## src/rtl/spi_pkg.sv

```systemverilog
// rtl/spi_pkg.sv - shared types and constants for the SPI frame receiver
package spi_pkg;

  localparam int FRAME_BITS = 24;
  localparam int CNT_W      = 5;
  localparam logic [CNT_W-1:0] LAST_BIT = CNT_W'(FRAME_BITS - 1);

  typedef enum logic [1:0] {
    IDLE    = 2'd0,
    SHIFT   = 2'd1,
    LATCH   = 2'd2,
    WAIT_CS = 2'd3
  } state_t;

endpackage

```

## src/rtl/sync_bit.sv

```systemverilog
// rtl/sync_bit.sv - single-bit multi-flop synchronizer with selectable reset value
module sync_bit #(
  parameter int   DEPTH     = 2,
  parameter logic RESET_VAL = 1'b0
) (
  input  logic clk,
  input  logic reset,
  input  logic d,
  output logic q
);

  logic [DEPTH-1:0] chain;

  always_ff @(posedge clk or negedge reset) begin
    if (!reset) begin
      chain <= {DEPTH{RESET_VAL}};
    end else begin
      chain <= {chain[DEPTH-2:0], d};
    end
  end

  assign q = chain[DEPTH-1];

endmodule

```

## src/rtl/spi_frame_receiver.sv

```systemverilog
// rtl/spi_frame_receiver.sv - oversampled SPI mode-0 slave capturing 3-byte frames
module spi_frame_receiver
  import spi_pkg::*;
#(
  parameter int SYNC_STAGES = 2
) (
  input  logic       clk,
  input  logic       reset,
  input  logic       sck,
  input  logic       sdi,
  input  logic       cs,
  input  logic       clrcmd,
  output logic [7:0] command,
  output logic [7:0] databyte1,
  output logic [7:0] databyte2,
  output logic       spi_done,
  output logic       overrun
);

  logic sck_s, sdi_s, cs_s;
  logic sck_prev;
  logic sck_rise;

  state_t state, state_d;
  logic start, shift_en, latch_en;

  logic [FRAME_BITS-1:0] shift_q;
  logic [CNT_W-1:0]      bit_cnt;
  logic                  pending;

  sync_bit #(.DEPTH(SYNC_STAGES), .RESET_VAL(1'b0)) u_sync_sck (
    .clk(clk), .reset(reset), .d(sck), .q(sck_s)
  );
  sync_bit #(.DEPTH(SYNC_STAGES), .RESET_VAL(1'b0)) u_sync_sdi (
    .clk(clk), .reset(reset), .d(sdi), .q(sdi_s)
  );
  sync_bit #(.DEPTH(SYNC_STAGES), .RESET_VAL(1'b1)) u_sync_cs (
    .clk(clk), .reset(reset), .d(cs), .q(cs_s)
  );

  assign sck_rise = sck_s & ~sck_prev;

  always_ff @(posedge clk or negedge reset) begin
    if (!reset) begin
      state    <= IDLE;
      sck_prev <= 1'b0;
    end else begin
      state    <= state_d;
      sck_prev <= sck_s;
    end
  end

  always_comb begin
    state_d  = state;
    start    = 1'b0;
    shift_en = 1'b0;
    latch_en = 1'b0;
    case (state)
      IDLE: begin
        if (!cs_s) begin
          state_d = SHIFT;
          start   = 1'b1;
        end
      end
      SHIFT: begin
        // cs release wins over a coincident sck edge: the partial frame is dropped
        if (cs_s) begin
          state_d = IDLE;
        end else if (sck_rise) begin
          shift_en = 1'b1;
          if (bit_cnt == LAST_BIT) state_d = LATCH;
        end
      end
      LATCH: begin
        latch_en = 1'b1;
        state_d  = WAIT_CS;
      end
      WAIT_CS: begin
        if (cs_s) state_d = IDLE;
      end
      default: state_d = IDLE;
    endcase
  end

  always_ff @(posedge clk or negedge reset) begin
    if (!reset) begin
      shift_q <= '0;
      bit_cnt <= '0;
    end else if (start) begin
      shift_q <= '0;
      bit_cnt <= '0;
    end else if (shift_en) begin
      shift_q <= {shift_q[FRAME_BITS-2:0], sdi_s};
      bit_cnt <= bit_cnt + 1'b1;
    end
  end

  // A new frame takes priority over a coincident acknowledge
  always_ff @(posedge clk or negedge reset) begin
    if (!reset) begin
      command   <= 8'h00;
      databyte1 <= 8'h00;
      databyte2 <= 8'h00;
      spi_done  <= 1'b0;
      pending   <= 1'b0;
      overrun   <= 1'b0;
    end else begin
      spi_done <= latch_en;
      if (latch_en) begin
        command   <= shift_q[23:16];
        databyte1 <= shift_q[15:8];
        databyte2 <= shift_q[7:0];
        pending   <= 1'b1;
        if (pending) overrun <= 1'b1;
      end else if (clrcmd) begin
        command   <= 8'h00;
        databyte1 <= 8'h00;
        databyte2 <= 8'h00;
        pending   <= 1'b0;
      end
    end
  end

endmodule

```

## config.mk

```make
export PLATFORM = sky130hd
export DESIGN_NAME = spi_frame_receiver
export DESIGN_NICKNAME = d
export VERILOG_FILES = /design/src/rtl/spi_pkg.sv /design/src/rtl/sync_bit.sv /design/src/rtl/spi_frame_receiver.sv
export SDC_FILE = /design/constraint.sdc
export NUM_CORES = 1
export LEC_CHECK = 0
export ABC_AREA = 1
export CORE_MARGIN = 2
export CORE_UTILIZATION = 59
export DETAILED_ROUTE_END_ITERATION = 10
export GPL_ROUTABILITY_DRIVEN = 0
export GPL_TIMING_DRIVEN = 0
export PLACE_DENSITY = 0.91
export SYNTH_ARGS = -nofsm -noshare
export SYNTH_HDL_FRONTEND = slang
export SYNTH_SLANG_ARGS = --single-unit
```

## constraint.sdc

```tcl
create_clock -name clk -period 2.45 [get_ports clk]
set_input_delay 0.245 -clock clk [delete_from_list [all_inputs] [get_ports clk]]
set_output_delay 0.245 -clock clk [all_outputs]
set_load 0.02 [all_outputs]
```

After elaboration in Yosys (flattened, before gate mapping)
Cells that the tools add are included.
- bitwise operators: 2
- equal/unequal tests: 8
- reduce and logical (&&, ||, !) cells: 5
- multiplexer cells: 22
- add/sub/neg operators: 1
- operators by type and width (kind ; count):
    24-bit two-way mux ; 2
    8-bit two-way mux ; 4
    2-bit two-way mux ; 5
    5-bit two-way mux ; 2
    1-bit two-way mux ; 8
    2-bit case mux with 4 select lines ; 1
    3-bit by 2-bit inequality test with 1-bit output (second input constant) ; 2
    5-bit by 1-bit adder with 5-bit output (second input constant) ; 1
    5-bit == test (second input constant) ; 1
    2-bit == test (second input constant) ; 2
    4-bit AND reduction ; 1
    2-bit nonzero test ; 2
    2-bit by 1-bit == test with 1-bit output (second input constant) ; 1
    2-bit zero test ; 1
    2-bit by 1-bit inequality test with 1-bit output (second input constant) ; 1
    2-bit inequality test (second input constant) ; 1
    2-bit AND reduction ; 1
    1-bit AND ; 1
    1-bit inverter ; 1
- bits of input ports: 6
- output and inout bits: 26
- logic and storage cells: 51
- register bits: 65

Logic depth before layout (Yosys ltp)
- depth in word-level cells: 7
- gate-level depth with buffers: 7
- depth with buffers taken out: 6

Cells and area by module
A second synthesis with hierarchy kept.
- cells, all modules: 277
- area, all modules: 2593.7 sq um
- modules (own cells, without submodules) (module ; area an instance (sq um) ; cells an instance ; times used):
    spi_frame_receiver ; 2441.1 ; 271 ; 1
    sync_bit (u_sync_sck ...) ; 50.0 ; 2 ; 2
    sync_bit (u_sync_cs) ; 52.6 ; 2 ; 1

Worst setup path before layout
OpenSTA, ideal clock, no wires.
- kind: reg2reg
- start: reg with a tool-made name
- end: reg shift_q[10]
- arrival: 1.085 ns
- period minus slack after synthesis: 1.197 ns
- buffers on the path: 1
- path slack: 1.253 ns
- cell stages (with the launch flop): 8
- cell sequence: dfrtp_1 > nor2_2 > inv_1 > nor2_4 > buf_4 > nand2_1 > nand2_1 > inv_1
- RTL lines (item ; line ; source):
    end signal: assignment ; spi_frame_receiver.sv:93 ; shift_q <= {shift_q[FRAME_BITS-2:0], sdi_s};
    end: declaration ; spi_frame_receiver.sv:27 ; logic [FRAME_BITS-1:0] shift_q;

Worst setup path in the final report
- start: reg databyte1[7]
- end: out databyte1[7]
- RTL lines (item ; line ; source):
    start: declaration ; spi_frame_receiver.sv:14 ; output logic [7:0] databyte1,
    start signal: assignment ; spi_frame_receiver.sv:111 ; databyte1 <= shift_q[15:8];
No word-level cell between the ends.

==> flow_summary.ini <==
[route]
vias = 2061
dr.pass1.iters = 4
detail_route.iter0.violations = 88
ant_nets = 0
drt-total-wl_um = 4840
drt_drc_violations_left = 0
vias_per_cell = 4.97
routedWlPerCell_um = 11.7

[grt]
grt.total_usage_pct = 22.3
first_global_vias = 2056
grt_util_met2_pct = 34.8
grt_use_met3_pct = 9.00
use_met1_pct = 28.3
top_usage_layer = met2
maximum_number_of_pins_on_one_net_before_global_route_repair = 42
grt_antenna_before_repair = 0
globalRouteOverflowTotal = 0
grt_pass1_wl_um = 8630

[finish]
num-fill-cells = 302
antenna_cells = 0
num-nets-final = 366
layout_area_overhead_pct = 22.7
final_standard_cell_utilization_of_the_core_pct = 75.2
layoutNonFillerInstCount = 415
layout-drive-gt1-share_pct = 8.82

[power]
ir_drop_worst_case_vdd_mv = 0.449
power_leakage_nw = 1.75
power.density_cell_area_nw_per_um2 = 688

[floorplan]
row_count = 24
die_w_um = 71.5
pin_count = 32
dieArea_sq_um = 5110
chipHeight_um = 71.5
core_area_sq_um = 4380
initial_core_util_pct = 61.3

[min_path]
min-delay-path-class = in2reg

[clocking]
cts_buffers = 9
cts_buffer_depth = 2
post_cts.resized_instances = 0
cts_num_sinks = 65
tritoncts = yes
cts-htree-levels = 3
post_cts_buffers = 0
path_clk_slew_ps = 60
clockRootBuffer = sky130_fd_sc_hd__clkbuf_8
clk_lat_worst_skew_ps = 330

[yosys]
postSynthCellCount = 315
synth-seq-area-share_pct = 60.6
syn_area_per_cell_sq_um = 8.53
synth.lib_cells_used.distinct = 22
nets_in_the_synthesized_netlist = 322
synthTopCellsByCount = sky130_fd_sc_hd__nand2_1, sky130_fd_sc_hd__dfrtp_1, sky130_fd_sc_hd__inv_1, sky130_fd_sc_hd__o21ai_0, sky130_fd_sc_hd__nand3_1
synth.top_cell.area_share_pct = 58.7
post_synth_xor_area_fraction_pct = 0.326
simple_logic_cell_fraction_of_the_synthesized_area_pct = 21.8
synthMostInstantiatedCell = sky130_fd_sc_hd__nand2_1
synth_top_family_by_area = simple AND/OR/NAND/NOR gates
most_area_hungry_cell_type_in_the_yosys_netlist = sky130_fd_sc_hd__dfrtp_1
syn_area_sq_um = 2690
synth-compound-area-share_pct = 6.33
synth_enable_flop_cells = 0
dominantRegCellSynth = sky130_fd_sc_hd__dfrtp_1
asyncSetResetFlopFracSynth_pct = 100
synth_adder_area_share_pct = 0.466
yosys-mux-area-fraction_pct = 0
synth.ff_latch_count = 65
synth_warnings = 0
top_cells_by_area_in_the_synthesized_netlist = sky130_fd_sc_hd__dfrtp_1, sky130_fd_sc_hd__nand2_1, sky130_fd_sc_hd__inv_1

[timing]
rsz_0062_raised_after_global_routing = no
finalClockSkew_ps = 4.55
final_setup_violations = 0
worstMarginPinSlew_ps = 685
relSlewSlack_pct = 53.8
min_period_over_period_pct = 63.3
fmaxAchievable_mhz = 645
timing.final.max_slew_violations = 0
hold-worst-slack_ps = 316
timing.final.crit_period_ps = 1550
hold_viol_final = 0
final.setup.worst_slack_ps = 900

[critical_path]
critPathTopFamily = buffers and inverters
path_class = reg2out
critical_path.max_fanout = 2
slowest_stage = sky130_fd_sc_hd__clkdlybuf4s50_1
worstPathArrival_ps = 1300
critical-path-max-stage-delay_ps = 610
worst_setup_path_start_kind = flop
critical_path_required_ps = 2200
cp.buffers_inverters = 1
endpoint_kind = output pin
cp_cell_sequence = clkdlybuf4s50_1

[placement]
place_worst_setup_slack_ps = 940
placed_cells = 399
detailed_place_hpwl_um = 3310
port-buffer-count = 31

[flow_run]
max_cap_violations = 0

[status]
outcome = finished clean
-- state kept, by name, indices dropped and copies added (netlist names), named ones only --
name and count:
databyte2 8, databyte1 8, sck_prev 1, shift_q 24, pending 1, u_sync_cs.chain 2
spi_done 1, bit_cnt 5, u_sync_sdi.chain 2, state 1, command 8, overrun 1
u_sync_sck.chain 2
-- stage by stage --
stage          area [sq um]  TNS, ps  power (W)
2_1_floorplan          2690        0    0.00125
3_3_place_gp           3060   -53860    0.00130
3_5_place_dp           3080        0    0.00131
4_1_cts                3300        0    0.00228
5_1_grt                3300        0    0.00237
6_report               3300        0    0.00227
-- area by class of cell --
class                           instances  area [sq um]  share of cell area, %
Sequential cell                        65          1630                   49.4
Multi-Input combinational cell        181           778                   23.6
Timing Repair Buffer                   33           335                   10.2
Inverter                               59           221                   6.72
Clock buffer                           12           145                   4.40
Clock inverter                          3          65.1                   1.97
Tap cell                               52          65.1                   1.97
Buffer                                 10          57.6                   1.75
-- layout by cell type (no fill, tap or decap), drive strengths merged, types with 4 or more instances in the layout --
master	Yosys	layout
inv	59	59
o21ai	29	29
nand2	127	127
clkbuf	1	13
nor2	7	7
clkdlybuf4s50	0	30
nand3	7	7
dfrtp	63	63
nand4	4	4
buf	9	11
-- timing repair --
item / 4_1_cts / 5_1_grt
setup endpoints to repair: 0 / 0
hold buffers: 1 / 0
hold endpoints to repair: 22 / 0
-- routing by layer --
metal  up-vias  share of wire [%]
met5         -                  0
met4         0                1.8
met3        10                4.5
met2        53                 47
met1       969                 47
li1       1029                  -
-- cells by family after synthesis --
family	after synthesis
buffers and inverters	69
XOR/XNOR	1
flip-flops	65
adder cells (fa/ha/maj)	1
AO/OA/AOI/OAI	33
AND/OR/NAND/NOR	146
-- report_power, final --
group / switching, W / leakage (nW) / total [W] / internal, W
combinational: 0.0000965 / 0.770 / 0.000145 / 0.0000483
clock: 0.000379 / 0.106 / 0.000973 / 0.000594
sequential: 0.0000280 / 0.870 / 0.00115 / 0.00112
total: 0.000503 / 1.75 / 0.00227 / 0.00176
-- path summary, 6_finish.rpt --
path	from	endpoint	slack [ps]	cells past startpoint
setup / recovery	databyte1[7]	databyte1[7]	900	1
setup reg to reg	state[0]	databyte2[2]	930	4
max in group asynchronous	reset	shift_q[8]	1430	3
min in group asynchronous	reset	command[6]	430	2
hold / removal	cs	u_sync_cs.chain[0]	320	1
hold reg to reg	u_sync_sdi.chain[0]	u_sync_sdi.chain[1]	350	0
Power figures use the tool's default switching activity.
